==> src/rtl/counter_pkg.sv <==
// counter_pkg: shared mode/direction encodings for mode_counter.
package counter_pkg;

  typedef enum logic {
    COUNT_WRAP     = 1'b0,
    COUNT_SATURATE = 1'b1
  } counter_mode_t;

  localparam logic DIR_DOWN = 1'b0;
  localparam logic DIR_UP   = 1'b1;

endpackage

==> src/rtl/counter_prescaler.sv <==
// counter_prescaler: emits one tick every ratio+1 enabled cycles.
// The phase only moves while enable is high; restart or reset return it to 0.
module counter_prescaler #(
  parameter int PRESCALE_WIDTH = 4
) (
  input  logic                      clk,
  input  logic                      reset,
  input  logic                      enable,
  input  logic                      restart,
  input  logic [PRESCALE_WIDTH-1:0] ratio,
  output logic                      tick
);

  logic [PRESCALE_WIDTH-1:0] phase_q;
  logic [PRESCALE_WIDTH-1:0] phase_d;

  // Tick on the enabled cycle whose phase matches the ratio; phase then restarts.
  always_comb begin
    tick    = enable && (phase_q == ratio);
    phase_d = phase_q;
    if (restart) begin
      phase_d = '0;
    end else if (enable) begin
      phase_d = tick ? '0 : phase_q + 1'b1;
    end
  end

  // Phase register with synchronous reset.
  always_ff @(posedge clk) begin
    if (reset) begin
      phase_q <= '0;
    end else begin
      phase_q <= phase_d;
    end
  end

endmodule

==> src/rtl/mode_counter.sv <==
// mode_counter: parametrised up/down counter with runtime limit, wrap or
// saturate mode, synchronous clear/load and a registered wrap pulse.
// Optional prescaler enabled by defining COUNTER_PRESCALE_EN.
module mode_counter
  import counter_pkg::*;
#(
  parameter int WIDTH          = 8,
  parameter int PRESCALE_WIDTH = 4
) (
  input  logic                      clk,
  input  logic                      reset,
  input  logic                      io_clear,
  input  logic                      io_load,
  input  logic [WIDTH-1:0]          io_load_value,
  input  logic                      io_enable,
  input  logic                      io_up,
  input  logic                      io_mode,
  input  logic [WIDTH-1:0]          io_limit,
`ifdef COUNTER_PRESCALE_EN
  input  logic [PRESCALE_WIDTH-1:0] io_prescale,
`endif
  output logic [WIDTH-1:0]          io_value,
  output logic                      io_full,
  output logic                      io_empty,
  output logic                      io_wrap
);

  // Elaboration-time parameter sanity.
  if (WIDTH < 2) begin : g_bad_width
    $error("mode_counter: WIDTH must be at least 2");
  end
  if (PRESCALE_WIDTH < 1) begin : g_bad_pw
    $error("mode_counter: PRESCALE_WIDTH must be at least 1");
  end

  logic [WIDTH-1:0] value_q;
  logic [WIDTH-1:0] value_d;
  logic             wrap_q;
  logic             wrap_d;
  logic             step;
  counter_mode_t    mode;

  assign mode = counter_mode_t'(io_mode);

`ifdef COUNTER_PRESCALE_EN
  // Clear and load both restart the prescaler so the next step interval is full.
  counter_prescaler #(
    .PRESCALE_WIDTH(PRESCALE_WIDTH)
  ) u_prescaler (
    .clk     (clk),
    .reset   (reset),
    .enable  (io_enable),
    .restart (io_clear | io_load),
    .ratio   (io_prescale),
    .tick    (step)
  );
`else
  assign step = io_enable;
`endif

  // Next count: clear > load > step > hold. Limit compare precedes the
  // increment, so the count never relies on modulo-2^WIDTH rollover.
  always_comb begin
    value_d = value_q;
    wrap_d  = 1'b0;
    if (io_clear) begin
      value_d = '0;
    end else if (io_load) begin
      value_d = io_load_value;
    end else if (step) begin
      if (io_up == DIR_UP) begin
        if (value_q >= io_limit) begin
          if (mode == COUNT_WRAP) begin
            value_d = '0;
            wrap_d  = 1'b1;
          end
        end else begin
          value_d = value_q + 1'b1;
        end
      end else begin
        if (value_q == '0) begin
          if (mode == COUNT_WRAP) begin
            value_d = io_limit;
            wrap_d  = 1'b1;
          end
        end else begin
          value_d = value_q - 1'b1;
        end
      end
    end
  end

  // Count and wrap-pulse registers with synchronous reset.
  always_ff @(posedge clk) begin
    if (reset) begin
      value_q <= '0;
      wrap_q  <= 1'b0;
    end else begin
      value_q <= value_d;
      wrap_q  <= wrap_d;
    end
  end

  assign io_value = value_q;
  assign io_wrap  = wrap_q;
  assign io_full  = (value_q >= io_limit);
  assign io_empty = (value_q == '0);

endmodule

==> config.mk <==
export PLATFORM = sky130hd
export DESIGN_NAME = mode_counter
export DESIGN_NICKNAME = d
export VERILOG_FILES = /design/src/rtl/counter_pkg.sv /design/src/rtl/counter_prescaler.sv /design/src/rtl/mode_counter.sv
export SDC_FILE = /design/constraint.sdc
export NUM_CORES = 1
export LEC_CHECK = 0
export CORE_MARGIN = 2
export CORE_UTILIZATION = 49
export DETAILED_ROUTE_END_ITERATION = 10
export MAX_ROUTING_LAYER = met4
export PLACE_DENSITY = 0.84
export SETUP_SLACK_MARGIN = 0.1
export SLEW_MARGIN = 40
export SYNTH_ARGS = -nofsm -noshare
export SYNTH_HDL_FRONTEND = slang
export SYNTH_SLANG_ARGS = --single-unit
==> constraint.sdc <==
create_clock -name clk -period 7 [get_ports clk]
set_clock_uncertainty 0.15 [all_clocks]
set_input_delay 1.75 -clock clk [delete_from_list [all_inputs] [get_ports clk]]
set_output_delay 1.75 -clock clk [all_outputs]
set_load 0.05 [all_outputs]
* After elaboration in Yosys (flattened, before gate mapping) *
Cells that the tools add are included.

operators by class
  eq/ne operators = 2
  magnitude comparators = 1
  bitwise gates (word level) = 1
  muxes and demuxes = 11
  add/subtract/negate cells = 2
  reductions and logical operators = 5

operators with widths
  cell                                               count
  two-way mux 8 bit                                  7
  adder 8 x 1 -> 8 bit (second input constant)       1
  greater-or-equal comparator 8 bit                  1
  logical NOT 8 bit                                  1
  != test 4 bit (second input constant)              2
  subtractor 8 x 1 -> 8 bit (second input constant)  1
  two-way mux 1 bit                                  4
  OR reduction 4 bit                                 1
  AND reduction 3 bit                                1
  nonzero test 2 bit                                 1
  OR reduction 2 bit                                 1
  NOT 1 bit                                          1

word-level totals
  word-level logic and storage cells = 24
  register bits = 9
  input bits = 23
  output and inout port bits = 11

* Logic depth before layout (Yosys ltp) *
  word-level depth = 5
  depth in mapped cells = 10
  gate-level depth less buffers = 9

* Worst setup path before layout *
OpenSTA, ideal clock, no wires.

  kind = input-to-output
  from = in io_limit[7]
  to = out io_full
  buffers on the path = 0
  path slack = 2167 ps
  cell stages on the path = 4
  data required time = 5100 ps
  arrival = 2933 ps
  cell sequence = inv_1 ha_1 nand2_1 o211ai_1

between the ends
  word-level cells in the longest chain between the ends = 1

ends and longest elaborated chain
  element                            line                 text
  from (decl)                        mode_counter.sv:18   input logic [WIDTH-1:0] io_limit,
  greater-or-equal comparator 8 bit  mode_counter.sv:106  assign io_full = (value_q >= io_limit);
  to (decl)                          mode_counter.sv:23   output logic io_full,

Every way passes these cells.

* Worst setup path after layout *
  from = in io_limit[1]
  to = out io_full

Same word-level chain as after synthesis.

==> results.md <==
* Sw frac at 40.7%
* WS Path Type: input pin to output port
* DRT iter0 DRCs at 29
* Routed vias at 1145
* Slowest CP cell: clkdlybuf4s50_1
* Slack of the critical path at 1.08 ns
* WL/cell at 15.0 um
* Antenna Cells at 0
* Hold_buf cts at 0
* Synth Flop Type: dfxtp_1
* Final Max Slew Viols at 0
* Top Ports at 34
* Worst skew pair latency at 0.26 ns
* HP Start: io_value[3]$_SDFFE_PP0P_
* #FFs+latches synth at 9
* EDFF count, synth at 0
* First-pass GRT wire length at 4840 um
* Number of max-cap violations at 0
* Clock share of power at 20.5%
* Rows at 16
* Die Wd at 50.3 um
* Synthesized Nets at 168
* CTS clk-pin slew, worst paths at 0.06 ns
* Share of post-route cells with drive strength above 1 at 6.02%
* Drt via density at 5.93
* Sequential area share after synthesis at 17.2%
* PostCTS Resize Cnt at 0
* Setup slack, reg-to-reg at 3.94 ns
* Clk sinks at 9
* Fin crit period at 5.92 ns
* Worst Max-Slew Pin Slew at 0.705 ns
* GRT Resource Usage Total at 25.7%
* CTS tree: built
* Fin crit share at 84.6%
* Final ANT Viol Nets at 0
* Fin util at 71.1%
* Buf+Inv Stages, Crit Path at 3
* DP Wirelength at 2240 um
* VDD IR max at 0.000118 V
* IO Port Bufs at 33
* Clock buffer depth at 2
* CP max FO at 2
* Die height at 50.3 um
* Async SR Flop Fraction at 0%
* Critical path's top delay family: buffers and inverters
* Hold Path Sink: io_value[3]$_SDFFE_PP0P_
* RePlAce Congestion at 0.852
* Sequential power share at 30.2%
* Crit path DAT at 4.02 ns
* Pwr Density at 143 nW/um^2
* Slowest stage delay, CP at 0.82 ns
* Status: completed
* FILL cells at 152
* Setup TNS at 0 ns
* H-Tree Depth at 1
* Final setup vio count at 0
* Root Buffer Master: clkbuf_4
* Total CTS buffers at 3
* Crit path from: io_limit[1]
* Post-synthesis cell type count at 41
* R2r startpoint: io_value[2]$_SDFFE_PP0P_
* Vias in the first global route at 1099
* RSZ-0062 raised after global routing: false
* Final Hold Vio Count at 0
* Fmax achieved at 169 MHz
* Sw power at 82.2 uW
* Residual DRC at 0
* Syn_area_per_cell at 7.83 sq um
* Dpl ws at 1.11 ns
* Nets at 201
* Cell Area, Synth at 1050 sq um
* Total power at 202 uW
* Pint at 120 uW
* Core area at 1980 sq um
* GR Overflow Total at 0
* Worst Hold Depth at 2
* Crit path required time at 5.10 ns
* Worst setup EP type: output port
* Combinational share of power at 49.4%
* RR Endpoint: io_value[2]$_SDFFE_PP0P_
* Synth Warn # at 0
* R2R depth at 7
* Initial antenna violation count at 0
* Post-Route WL at 2900 um
* Area Overhead vs Synth at 34.3%
* DRT Pass-1 Iters at 4
* Initial Utilization at 53.0%
* Rel. slew slack at 52.9%
* Worst Hold Class: flip-flop to flip-flop
* Post-CTS setup buffers at 0
* Lkg Pwr at 0.000563 uW
* Worst setup SP type: input pin
* Die area at 2530 sq um
* Worst path cell trace: clkdlybuf4s50_1, inv_1, ha_1, nand2_1, o21ai_0, nand2_1, o211ai_1, clkdlybuf4s50_1
* Largest net degree at the start of global routing at 21
* Post-Synthesis Cells at 134
-- per-stage QoR --
step	hold WS (ns)	area [sq um]	cells
floorplan	0.614	1050	134
global placement	0.448	1380	189
detailed placement	0.457	1380	189
CTS	0.472	1410	193
global route	0.524	1410	193
finish	0.477	1410	193
-- tightest hold or removal path: cells and delay by family (launching register included) --
| kind | cells | cell delay [ns] |
|---|---|---|
| AOI/OAI and AO/OA | 1 | 0.07 |
| DFF | 1 | 0.40 |
| and+or+nand+nor | 1 | 0.11 |
-- layout make-up --
cell class / count / area, sq um / area share [%]
Inverter: 16 / 61.3 / 4.35
Timing Repair Buffer: 33 / 330 / 23.4
Tap cell: 27 / 33.8 / 2.40
Sequential cell: 9 / 180 / 12.8
Multi-Input combinational cell: 104 / 778 / 55.2
Clock buffer: 4 / 26.3 / 1.86
-- metal layers --
metal  vias to the layer above  track usage (%)  share of wire (%)
li1                        575                -                  -
met1                       525             32.0                 46
met2                        39             41.7                 47
met3                         6             6.25                5.5
met4                         0             6.02                1.2
met5                         -                -                  0
-- power groups by stage --
stage	registers, uW	logic, uW	clock network [uW]
after floorplan	68.1	61.0	0
after global placement	61.7	96.1	0
after detailed placement	62.0	98.7	0
after CTS	60.8	99.3	41.8
after global routing	61.5	108	45.9
final	61.0	99.7	41.4
-- cells in the final DEF, fill, tap and decap left out, types with 2 or more instances in the layout --
| cell | n |
|---|---|
| ha_1 | 11 |
| xor2_1 | 2 |
| a211oi_1 | 3 |
| a21oi_1 | 7 |
| nand3_1 | 3 |
| nor3_1 | 5 |
| inv_1 | 15 |
| nor3b_1 | 3 |
| o21ai_0 | 3 |
| o31a_1 | 2 |
| a32o_1 | 5 |
| a221o_1 | 4 |
| o31ai_1 | 4 |
| o21ai_1 | 2 |
| nor2b_1 | 4 |
| o211ai_1 | 5 |
| nand4_1 | 2 |
| nand2b_1 | 6 |
| clkdlybuf4s50_1 | 33 |
| clkbuf_4 | 3 |
| dfxtp_1 | 9 |
| xnor2_1 | 4 |
| nand2_1 | 9 |
| nor2_1 | 5 |
-- cell families after synthesis --
| kind of cell | after synthesis | synth area share (%) |
|---|---|---|
| fa+ha+maj | 11 | 13.1 |
| buf+inv | 21 | 9.18 |
| simple gates | 43 | 22.9 |
| flops | 9 | 17.2 |
| xor+xnor | 6 | 5.01 |
| mux | 1 | 0.954 |
| compound gates | 43 | 31.7 |
-- flip-flops by register name, indices dropped and copies added, names as in the netlist --
signal and count:
io_value 8, io_wrap 1
-- synth_stat cells (all sizes together), types with 3 or more instances --
| cell | number | area share (%) |
|---|---|---|
| ha | 11 | 13 |
| nand2 | 9 | 3.2 |
| nor2b | 4 | 2.4 |
| nand3 | 3 | 1.4 |
| dfxtp | 9 | 17 |
| nor3 | 5 | 2.4 |
| o31ai | 4 | 2.9 |
| nand2b | 6 | 3.6 |
| nor2 | 6 | 2.4 |
| a21oi | 8 | 4.2 |
| a211oi | 3 | 2.1 |
| buf | 3 | 2.6 |
| nor3b | 3 | 2.1 |
| xnor2 | 4 | 3.3 |
| a221o | 4 | 3.8 |
| o21ai | 5 | 2.4 |
| a32o | 5 | 4.8 |
| o211ai | 5 | 3.6 |
| inv | 15 | 5.4 |
-- worst max-delay path by stage --
stage	endpoint	slack, ns	cells after the start
floorplan	io_full	2.17	4
CTS	io_full	1.11	8
global route	io_full	0.93	8
detailed placement	io_full	1.11	8
finish	io_full	1.08	8
global placement	io_full	1.16	8
No activity file was read; power rests on OpenSTA's default activity.
